File: src/rtl/apb_slave_mem_pkg.sv
// Shared types and constants for the APB slave memory.
// Imported by the bus interface, storage and top.
package apb_slave_mem_pkg;

   typedef enum logic {
      IDLE   = 1'b0,
      ACCESS = 1'b1
   } state_t;

   localparam int WAIT_W = 4;

   localparam logic [31:0] OOR_RDATA = 32'h0000_0000;

   // base is aligned to the window, so a hit is an upper-bit match
   function automatic logic in_window(
      input logic [31:0] addr,
      input logic [31:0] base,
      input int unsigned span_log2
   );
      return (addr >> span_log2) == (base >> span_log2);
   endfunction

endpackage

File: src/rtl/apb_slave_mem_if.sv
// APB bus bundle between bridge and the memory slave.
// Master drives the request, slave returns data and ready.
interface apb_slave_mem_if #(
   parameter int DATA_WIDTH = 32
);
   logic                  psel;
   logic                  penable;
   logic                  pwrite;
   logic [31:0]           paddr;
   logic [DATA_WIDTH-1:0] pwdata;
   logic [DATA_WIDTH-1:0] prdata;
   logic                  pready;

   modport master (
      output psel, penable, pwrite, paddr, pwdata,
      input  prdata, pready
   );

   modport slave (
      input  psel, penable, pwrite, paddr, pwdata,
      output prdata, pready
   );
endinterface

File: src/rtl/apb_slave_regfile.sv
// Word storage: one synchronous write port, one combinational
// read port, cleared by the asynchronous reset.
module apb_slave_regfile #(
   parameter int DATA_WIDTH = 32,
   parameter int MEM_DEPTH  = 16,
   localparam int IDX_W     = $clog2(MEM_DEPTH)
) (
   input  logic                  pclk,
   input  logic                  reset,
   input  logic                  we,
   input  logic [IDX_W-1:0]      waddr,
   input  logic [DATA_WIDTH-1:0] wdata,
   input  logic [IDX_W-1:0]      raddr,
   output logic [DATA_WIDTH-1:0] rdata
);

   logic [DATA_WIDTH-1:0] mem [MEM_DEPTH];

   always_ff @(posedge pclk or posedge reset) begin
      if (reset) begin
         for (int i = 0; i < MEM_DEPTH; i++) begin
            mem[i] <= '0;
         end
      end else if (we) begin
         mem[waddr] <= wdata;
      end
   end

   assign rdata = mem[raddr];

endmodule

File: src/rtl/apb_slave_mem.sv
// APB slave with local word memory, programmable wait states,
// transfer counters and a sticky protocol-error flag.
module apb_slave_mem
   import apb_slave_mem_pkg::*;
#(
   parameter int          DATA_WIDTH = 32,
   parameter int          MEM_DEPTH  = 16,
   parameter logic [31:0] ADDR_BASE  = 32'h0000_0000
) (
   input  logic              pclk,
   input  logic              reset,
   apb_slave_mem_if.slave    bus,
   input  logic [WAIT_W-1:0] wait_cycles,
   output logic [15:0]       wr_count,
   output logic [15:0]       rd_count,
   output logic              proto_err
);

   localparam int IDX_W = $clog2(MEM_DEPTH);
   localparam int SPAN  = IDX_W + 2;

   state_t                state_q, state_d;
   logic [WAIT_W-1:0]     cnt_q, cnt_d;
   logic                  wr_q, wr_d;
   logic                  hit_q, hit_d;
   logic [IDX_W-1:0]      idx_q, idx_d;
   logic [DATA_WIDTH-1:0] wdata_q, wdata_d;
   logic [DATA_WIDTH-1:0] prdata_q, prdata_d;
   logic [15:0]           wr_cnt_q, wr_cnt_d;
   logic [15:0]           rd_cnt_q, rd_cnt_d;
   logic                  perr_q, perr_d;

   logic                  setup;
   logic                  we;
   logic                  hit_in;
   logic [IDX_W-1:0]      idx_in;
   logic [DATA_WIDTH-1:0] rd_word;
   logic                  ready;

   assign idx_in = bus.paddr[IDX_W+1:2];
   assign hit_in = in_window(bus.paddr, ADDR_BASE, SPAN);
   assign ready  = (state_q == ACCESS) && (cnt_q == '0);

   apb_slave_regfile #(
      .DATA_WIDTH (DATA_WIDTH),
      .MEM_DEPTH  (MEM_DEPTH)
   ) u_regfile (
      .pclk  (pclk),
      .reset (reset),
      .we    (we),
      .waddr (idx_q),
      .wdata (wdata_q),
      .raddr (idx_in),
      .rdata (rd_word)
   );

   always_ff @(posedge pclk or posedge reset) begin
      if (reset) begin
         state_q  <= IDLE;
         cnt_q    <= '0;
         wr_q     <= 1'b0;
         hit_q    <= 1'b0;
         idx_q    <= '0;
         wdata_q  <= '0;
         prdata_q <= '0;
         wr_cnt_q <= '0;
         rd_cnt_q <= '0;
         perr_q   <= 1'b0;
      end else begin
         state_q  <= state_d;
         cnt_q    <= cnt_d;
         wr_q     <= wr_d;
         hit_q    <= hit_d;
         idx_q    <= idx_d;
         wdata_q  <= wdata_d;
         prdata_q <= prdata_d;
         wr_cnt_q <= wr_cnt_d;
         rd_cnt_q <= rd_cnt_d;
         perr_q   <= perr_d;
      end
   end

   always_comb begin
      state_d  = state_q;
      cnt_d    = cnt_q;
      wr_d     = wr_q;
      hit_d    = hit_q;
      idx_d    = idx_q;
      wdata_d  = wdata_q;
      prdata_d = prdata_q;
      wr_cnt_d = wr_cnt_q;
      rd_cnt_d = rd_cnt_q;
      perr_d   = perr_q;
      setup    = 1'b0;
      we       = 1'b0;

      unique case (state_q)
         IDLE: begin
            if (bus.psel && !bus.penable) begin
               setup = 1'b1;
            end else if (bus.psel && bus.penable) begin
               perr_d = 1'b1;
            end
         end
         ACCESS: begin
            if (!bus.psel) begin
               state_d = IDLE;
               perr_d  = 1'b1;
            end else if (!bus.penable) begin
               setup  = 1'b1;
               perr_d = 1'b1;
            end else if (cnt_q != '0) begin
               cnt_d = cnt_q - WAIT_W'(1);
            end else begin
               state_d = IDLE;
               if (wr_q) begin
                  we       = hit_q;
                  wr_cnt_d = wr_cnt_q + 16'd1;
               end else begin
                  rd_cnt_d = rd_cnt_q + 16'd1;
               end
            end
         end
         default: state_d = IDLE;
      endcase

      // a re-setup in ACCESS relatches exactly like one from IDLE
      if (setup) begin
         state_d  = ACCESS;
         cnt_d    = wait_cycles;
         wr_d     = bus.pwrite;
         hit_d    = hit_in;
         idx_d    = idx_in;
         wdata_d  = bus.pwdata;
         prdata_d = hit_in ? rd_word : DATA_WIDTH'(OOR_RDATA);
      end
   end

   assign bus.prdata = prdata_q;
   assign bus.pready = ready;
   assign wr_count   = wr_cnt_q;
   assign rd_count   = rd_cnt_q;
   assign proto_err  = perr_q;

endmodule
File: src/flat_wrapper.sv
// flat-port wrapper written by rule: the top's interface ports become plain ports
module apb_slave_mem_flat import apb_slave_mem_pkg::*;
#(
   parameter int          DATA_WIDTH = 32,
   parameter int          MEM_DEPTH  = 16,
   parameter logic [31:0] ADDR_BASE  = 32'h0000_0000
)
  (pclk, reset, wait_cycles, wr_count, rd_count, proto_err, bus_psel, bus_penable, bus_pwrite, bus_paddr, bus_pwdata, bus_prdata, bus_pready);
  apb_slave_mem_if #(.DATA_WIDTH(DATA_WIDTH)) bus_i ();
  input  logic pclk;
  input  logic reset;
  input  logic [WAIT_W-1:0] wait_cycles;
  output logic [15:0] wr_count;
  output logic [15:0] rd_count;
  output logic proto_err;
  input wire logic [$bits(bus_i.psel)-1:0] bus_psel;
  input wire logic [$bits(bus_i.penable)-1:0] bus_penable;
  input wire logic [$bits(bus_i.pwrite)-1:0] bus_pwrite;
  input wire logic [$bits(bus_i.paddr)-1:0] bus_paddr;
  input wire logic [$bits(bus_i.pwdata)-1:0] bus_pwdata;
  output wire logic [$bits(bus_i.prdata)-1:0] bus_prdata;
  output wire logic [$bits(bus_i.pready)-1:0] bus_pready;
  assign bus_i.psel = bus_psel;
  assign bus_i.penable = bus_penable;
  assign bus_i.pwrite = bus_pwrite;
  assign bus_i.paddr = bus_paddr;
  assign bus_i.pwdata = bus_pwdata;
  assign bus_prdata = bus_i.prdata;
  assign bus_pready = bus_i.pready;
  apb_slave_mem #(.DATA_WIDTH(DATA_WIDTH), .MEM_DEPTH(MEM_DEPTH), .ADDR_BASE(ADDR_BASE)) u_core (.pclk(pclk), .reset(reset), .bus(bus_i), .wait_cycles(wait_cycles), .wr_count(wr_count), .rd_count(rd_count), .proto_err(proto_err));
endmodule
File: config.mk
export PLATFORM = sky130hd
export DESIGN_NAME = apb_slave_mem_flat
export DESIGN_NICKNAME = d
export VERILOG_FILES = /design/src/rtl/apb_slave_mem_pkg.sv /design/src/rtl/apb_slave_mem_if.sv /design/src/rtl/apb_slave_regfile.sv /design/src/rtl/apb_slave_mem.sv /design/src/flat_wrapper.sv
export SDC_FILE = /design/constraint.sdc
export NUM_CORES = 1
export LEC_CHECK = 0
export ABC_CLOCK_PERIOD_IN_PS = 48800
export CORE_MARGIN = 2
export CORE_UTILIZATION = 54
export DETAILED_ROUTE_END_ITERATION = 8
export HOLD_SLACK_MARGIN = 0.05
export PLACE_DENSITY = 0.72
export SLEW_MARGIN = 10
export SYNTH_ARGS = -nofsm -noshare
export SYNTH_HDL_FRONTEND = slang
export SYNTH_SLANG_ARGS = --single-unit
export TNS_END_PERCENT = 50
File: constraint.sdc
create_clock -name pclk -period 48.8 [get_ports pclk]
set_clock_uncertainty 0.2 [all_clocks]
set_input_delay 9.76 -clock pclk [delete_from_list [all_inputs] [get_ports pclk]]
set_output_delay 9.76 -clock pclk [all_outputs]
set_load 0.02 [all_outputs]
# Word level (Yosys, flattened, before mapping)
# Index checks and enable logic that the tools add are counted.
[word_totals]
inputBits = 73
reg_bits = 620
output_inout_bits = 66
[op_classes]
n_addsub = 3
n_eq_ne = 3
order_cmp = 3
bitwise = 5
reduce_logical = 16
muxes = 31
[ops]
columns = ["cell", "n"]
rows = [
  ["512-bit bitwise mux", 1],
  ["32-bit binary-select mux with 4-bit select", 1],
  ["32-bit demux with 4-bit select", 1],
  ["32-bit two-way mux", 4],
  ["16-bit by 1-bit adder with 16-bit output (second input constant)", 2],
  ["32-bit logical NOT", 1],
  ["4-bit two-way mux", 5],
  ["1-bit two-way mux", 17],
  ["5-bit greater-or-equal comparator (second input constant)", 2],
  ["4-bit inverter with 5-bit output", 2],
  ["5-bit AND reduction", 2],
  ["2-bit nonzero test", 4],
  ["5-bit by 1-bit less-than comparator with 1-bit output (second input constant)", 1],
  ["1-bit logical AND", 4],
  ["4-bit logical NOT", 1],
  ["1-bit case mux with 2 select lines", 2],
  ["4-bit AND reduction", 1],
  ["4-bit nonzero test", 1],
  ["4-bit by 1-bit subtractor with 4-bit output (second input constant)", 1],
  ["3-bit != test (second input constant)", 1],
  ["1-bit inverter", 3],
  ["3-bit AND reduction", 1],
  ["2-bit by 1-bit != test with 1-bit output (second input constant)", 1],
  ["2-bit != test (second input constant)", 1],
  ["1-bit logical NOT", 1],
]

# Logic depth before layout (Yosys ltp)
[depth]
word_depth = 6
depth_mapped = 9

# Modules after synthesis
# From an unflattened synthesis, not the netlist that was laid out.
[hier_totals]
hier_cells = 1805
hier_area_um2 = 27322.5
[by_module_without_submodules]
columns = ["module", "seq_area_each_um2", "n_inst", "area_per_inst_um2", "cells_each"]
rows = [
  ["apb_slave_regfile", 12812.3, 1, 22945.8, 1410],
  ["apb_slave_mem", 2702.6, 1, 4376.7, 395],
]

# Worst setup path after synthesis
# OpenSTA, ideal clock, no wires.
[synth_path]
path_type = "input port to flip-flop"
start = "in bus_paddr[4]"
end = "reg u_core.prdata_q[28], in the netlist u_core.bus.prdata[28]"
path_stages = 6
slack_ns = 37.442
n_path_buf = 2
arrival_ns = 11.029
required_time_ns = 48.472
cell_sequence = "clkbuf_1 buf_2 mux4_2 mux2i_1 and2_1 o31ai_1"
[synth_via]
elab_chain_cells = 5
[synth_rtl]
columns = ["item", "line_no", "text"]
rows = [
  ["start: declaration", "flat_wrapper.sv:19", "input wire logic [$bits(bus_i.paddr)-1:0] bus_paddr;"],
  ["4-bit inverter with 5-bit output (not written as such)", "apb_slave_regfile.sv:29", "assign rdata = mem[raddr];"],
  ["32-bit binary-select mux with 4-bit select", "apb_slave_regfile.sv:29", ""],
  ["32-bit two-way mux (not written as such) (2 in series)", "apb_slave_regfile.sv:29", ""],
  ["32-bit two-way mux", "apb_slave_mem.sv:135", "prdata_d = hit_in ? rd_word : DATA_WIDTH'(OOR_RDATA);"],
  ["end signal: assignment", "apb_slave_mem.sv:76", "prdata_q <= prdata_d;"],
  ["end: declaration", "apb_slave_mem.sv:28", "logic [DATA_WIDTH-1:0] prdata_q, prdata_d;"],
]
# No other way between the ends. The select of a mux whose other input is x is not followed.
# A chain may end at the register's enable or synchronous reset.

==> impl_metrics.csv <==
group,metric,value,unit
pwr,share_comb_of_total_power,4.9,%
drt,dr.pass1.iters,5,
drt,remaining_drc_errors,0,
clock_network,cts.hold.buffers_added,0,
clock_network,post_cts_resized,0,
floorplanning,die_h,230.6,um
clock_network,worst_skew_pair.late_latency,0.58,ns
sta,worst_slew_slack_as_a_fraction_of_its_limit,22.63,%
worst_setup_path,worst-setup-path-type,"in2async",
drt,drt_first_iter_violations,1007,
worst_setup_path,worst-path-buf-inv,5,
worst_setup_path,most_used_cell_along_the_critical_path,"buf_4",
clock_network,cts_max_level,3,
synthesis,netlist_instances,2005,
pwr,power.sequential.fraction,50.1,%
sta,report.final.setup_viol,0,
synthesis,synth_nets,2081,
worst_setup_path,critPathCapture,"u_core.u_regfile.mem[464]",
grt,vias_in_the_first_global_route,17510,
worst_setup_path,cp_max_stage_cell,"buf_4",
job,maxCapViolCount,0,
synthesis,postSynthRegisterBits,620,
worst_setup_path,crit_path_launch_type,"input port",
synthesis,synth.lib_cells_used.distinct,38,
clock_network,cts_num_sinks,620,
floorplanning,die_area,53160,um^2
cells_and_area,fill_cells,3911,
clock_network,clock_tree_from_tritoncts,"yes",
floorplanning,die_width,230.6,um
grt,grt_antenna_before_repair,0,
drt,antenna_violating_nets_remaining,0,
cells_and_area,antenna-diode-count,0,
synthesis,synthesis.area,27720,um^2
drt,routed_wirelength,63810,um
worst_setup_path,timing.critical_path.fanout_max,164,
floorplanning,initial_core_util,54.37,%
pwr,power.net_switching,249.5,uW
worst_setup_path,rr_startpoint,"u_core.cnt_q[0]",
clock_network,num_cts_buffers,67,
clock_network,clock_tree.root_cell,"clkbuf_16",
clock_network,postCtsSetupRepairBufs,0,
synthesis,synth_seq_area_share,55.97,%
pwr,ir_drop,24.73,uV
sta,worstMarginPinSlew,1.156,ns
floorplanning,top_level_ports,139,
worst_setup_path,rr_worst_depth,8,
worst_setup_path,regToRegSetupSlack,45.48,ns
floorplanning,rows,83,
worst_setup_path,largest_stage_delay_worst_path,0.90,ns
place,finalWeightedCongestion,0.7536,
cells_and_area,most-common-layout-cells,"dfrtp_1, mux2_2, mux2i_1",
clock_network,clock_tree.buffer_depth,3,
drt,overall_via_count_from_detail_route,16460,
worst_setup_path,startpoint,"reset",
place,io_buffers,136,
synthesis,post-synth-top-area-cell,"dfrtp_1",
drt,routed_via_density,5.873,
cells_and_area,fraction_of_final_layout_cells_sized_beyond_drive_strength_1,33.30,%
floorplanning,core_region_area,50990,um^2
synthesis,share_of_yosys_cell_area_claimed_by_the_top_area_cell_type,55.97,%
sta,rsz_0062_raised_after_global_routing,"no",
worst_setup_path,worst-endpoint-arrival,13.56,ns
sta,tns,0,ns
place,dpl.hpwl,35030,um
pwr,power.switching_fraction,23.21,%
grt,global_route.overflow_total,0,
pwr,p_clk_share,45.1,%
sta,timing.final.max_slew_violations,0,
synthesis,synth_warnings,0,
clock_network,clk_pin_slew,0.06,ns
run_status,status,"finished, final reports clean",
worst_hold_path,hold_class,"reg2reg",
cells_and_area,utilization,61.97,%
sta,hold_slack,0.2646,ns
worst_setup_path,cp.depth,5,
synthesis,syn-mean-instance-area,13.83,um^2
worst_setup_path,timing.rr.end,"u_core.u_regfile.mem[84]",
pwr,power_leakage,0.01554,uW
grt,wire_length_of_the_first_global_routing_pass,100900,um
drt,drt-wirelength-per-cell,22.76,um
worst_setup_path,timing.critical_path.max_delay_family,"buffers and inverters",
pwr,power_per_cell_area,34.02,nW/um^2
sta,min_period_over_period,27.00,%
worst_setup_path,worst-endpoint-required,49.18,ns
pwr,internal-power,825.4,uW
worst_setup_path,setup.worst_path.end_class,"asynchronous set/reset pin",
sta,finalWorstSetupSlack,35.62,ns
cells_and_area,syn_to_final_growth,13.98,%
synthesis,synth.top_cells.by_area,"dfrtp_1, mux2_2, mux2i_1",
grt,groute.usage.overall,24.71,%
sta,timing.fmax,75.89,MHz
sta,layout_min_cycle_time,13.18,ns
sta,timing_hold_violations_final,0,
place,detailedPlace.worstSlack,34.81,ns
cells_and_area,layout_commonest_cell,"dfrtp_1",
worst_setup_path,cp_cell_sequence,"clkdlybuf4s50_1 -> inv_8 -> buf_12 -> buf_4 -> buf_4",
cells_and_area,nNetsFinal,2156,
grt,largest_net_degree_at_the_start_of_global_routing,165,
-- routing by layer --
layer  up-vias  GRT usage, %  wire length [um]  part of all wire (%)
met5         -             0                 0                     0
met4         0         7.823              1532                   2.4
met3       100         3.829              2724                   4.3
met2       373         41.43             31630                    50
met1      8681         33.34             27920                    44
li1       7308             -                 -                     -
-- per-stage QoR --
stage          cell area [um^2]  total power (uW)  cells
3_5_place_dp              29490             600.3   2691
4_1_cts                   31600              1086   2803
5_1_grt                   31600              1115   2803
2_1_floorplan             27720             576.6   2005
3_3_place_gp              29490             597.9   2691
6_report                  31600              1075   2803
-- final cells by class --
class / instances / area, um^2 / share of cell area [%]
clock inverter: 15 / 88.84 / 0.2811
tap: 680 / 850.8 / 2.693
clock buffer: 97 / 2014 / 6.375
sequential: 620 / 15510 / 49.10
timing repair buffer: 164 / 1579 / 4.997
inverter: 10 / 45.04 / 0.1426
multi-input combinational: 1217 / 11500 / 36.41
-- cells in the mapped netlist (all sizes together) --
library cell    n
nor4           42
nand3          10
or4             1
o22ai          32
o21ai           3
nor3b           2
nor3            9
nand4          10
dfrtp         620
ha              3
or2             2
nand2         165
nor2b           5
and3            9
xor2           10
buf            89
nand2b          6
xnor2          23
mux2i         162
o31ai          32
o2111ai         1
or3             2
nor2           71
a21oi           2
clkbuf         69
mux2          515
and4            1
inv            10
nand4bb         1
and2           34
mux4           64
-- registers in the layout (all words and copies together), names as in the netlist --
register / flops
u_core.u_regfile.mem: 512
u_core.idx_q: 4
u_core.wr_q: 1
u_core.proto_err: 1
u_core.bus.prdata: 32
u_core.wdata_q: 32
u_core.hit_q: 1
u_core.rd_count: 16
u_core.cnt_q: 4
u_core.wr_count: 16
u_core.state_q: 1
-- cell families after synthesis --
| logic type | share of synthesized area [%] |
|---|---|
| flip-flops | 55.97 |
| buffers and inverters | 2.830 |
| AO/OA/AOI/OAI | 1.711 |
| XOR/XNOR | 1.043 |
| multiplexers | 31.97 |
| AND/OR/NAND/NOR | 6.346 |
| adder cells (fa/ha/maj) | 0.1354 |
-- worst min-delay path by stage --
stage,from,end,slack (ns),cells past startpoint
after floorplan,u_core.u_regfile.mem[152],u_core.u_regfile.mem[152],0.25,1
after global placement,u_core.proto_err,u_core.proto_err,0.25,1
after detailed placement,u_core.wr_count[15],u_core.wr_count[15],0.26,1
after CTS,u_core.wr_count[15],u_core.wr_count[15],0.27,1
after global routing,u_core.wr_count[15],u_core.wr_count[15],0.29,1
final,u_core.wr_count[15],u_core.wr_count[15],0.26,1
-- power groups by stage --
stage | combinational (uW) | clock [uW] | sequential, uW
2_1_floorplan | 38.6 | 0 | 538
3_3_place_gp | 52.1 | 0 | 546
3_5_place_dp | 53.3 | 0 | 547
4_1_cts | 53.5 | 494 | 538
5_1_grt | 57.7 | 517 | 540
6_report | 52.3 | 484 | 538
-- worst reg2reg max path, delay by kind of cell, from the launching register on --
kind	cells	cell delay (ns)
flops	1	0.40
buf+inv	3	0.76
mux	1	0.40
fa+ha+maj	1	0.27
simple gates	3	1.16
No activity file was read; power rests on OpenSTA's default activity.
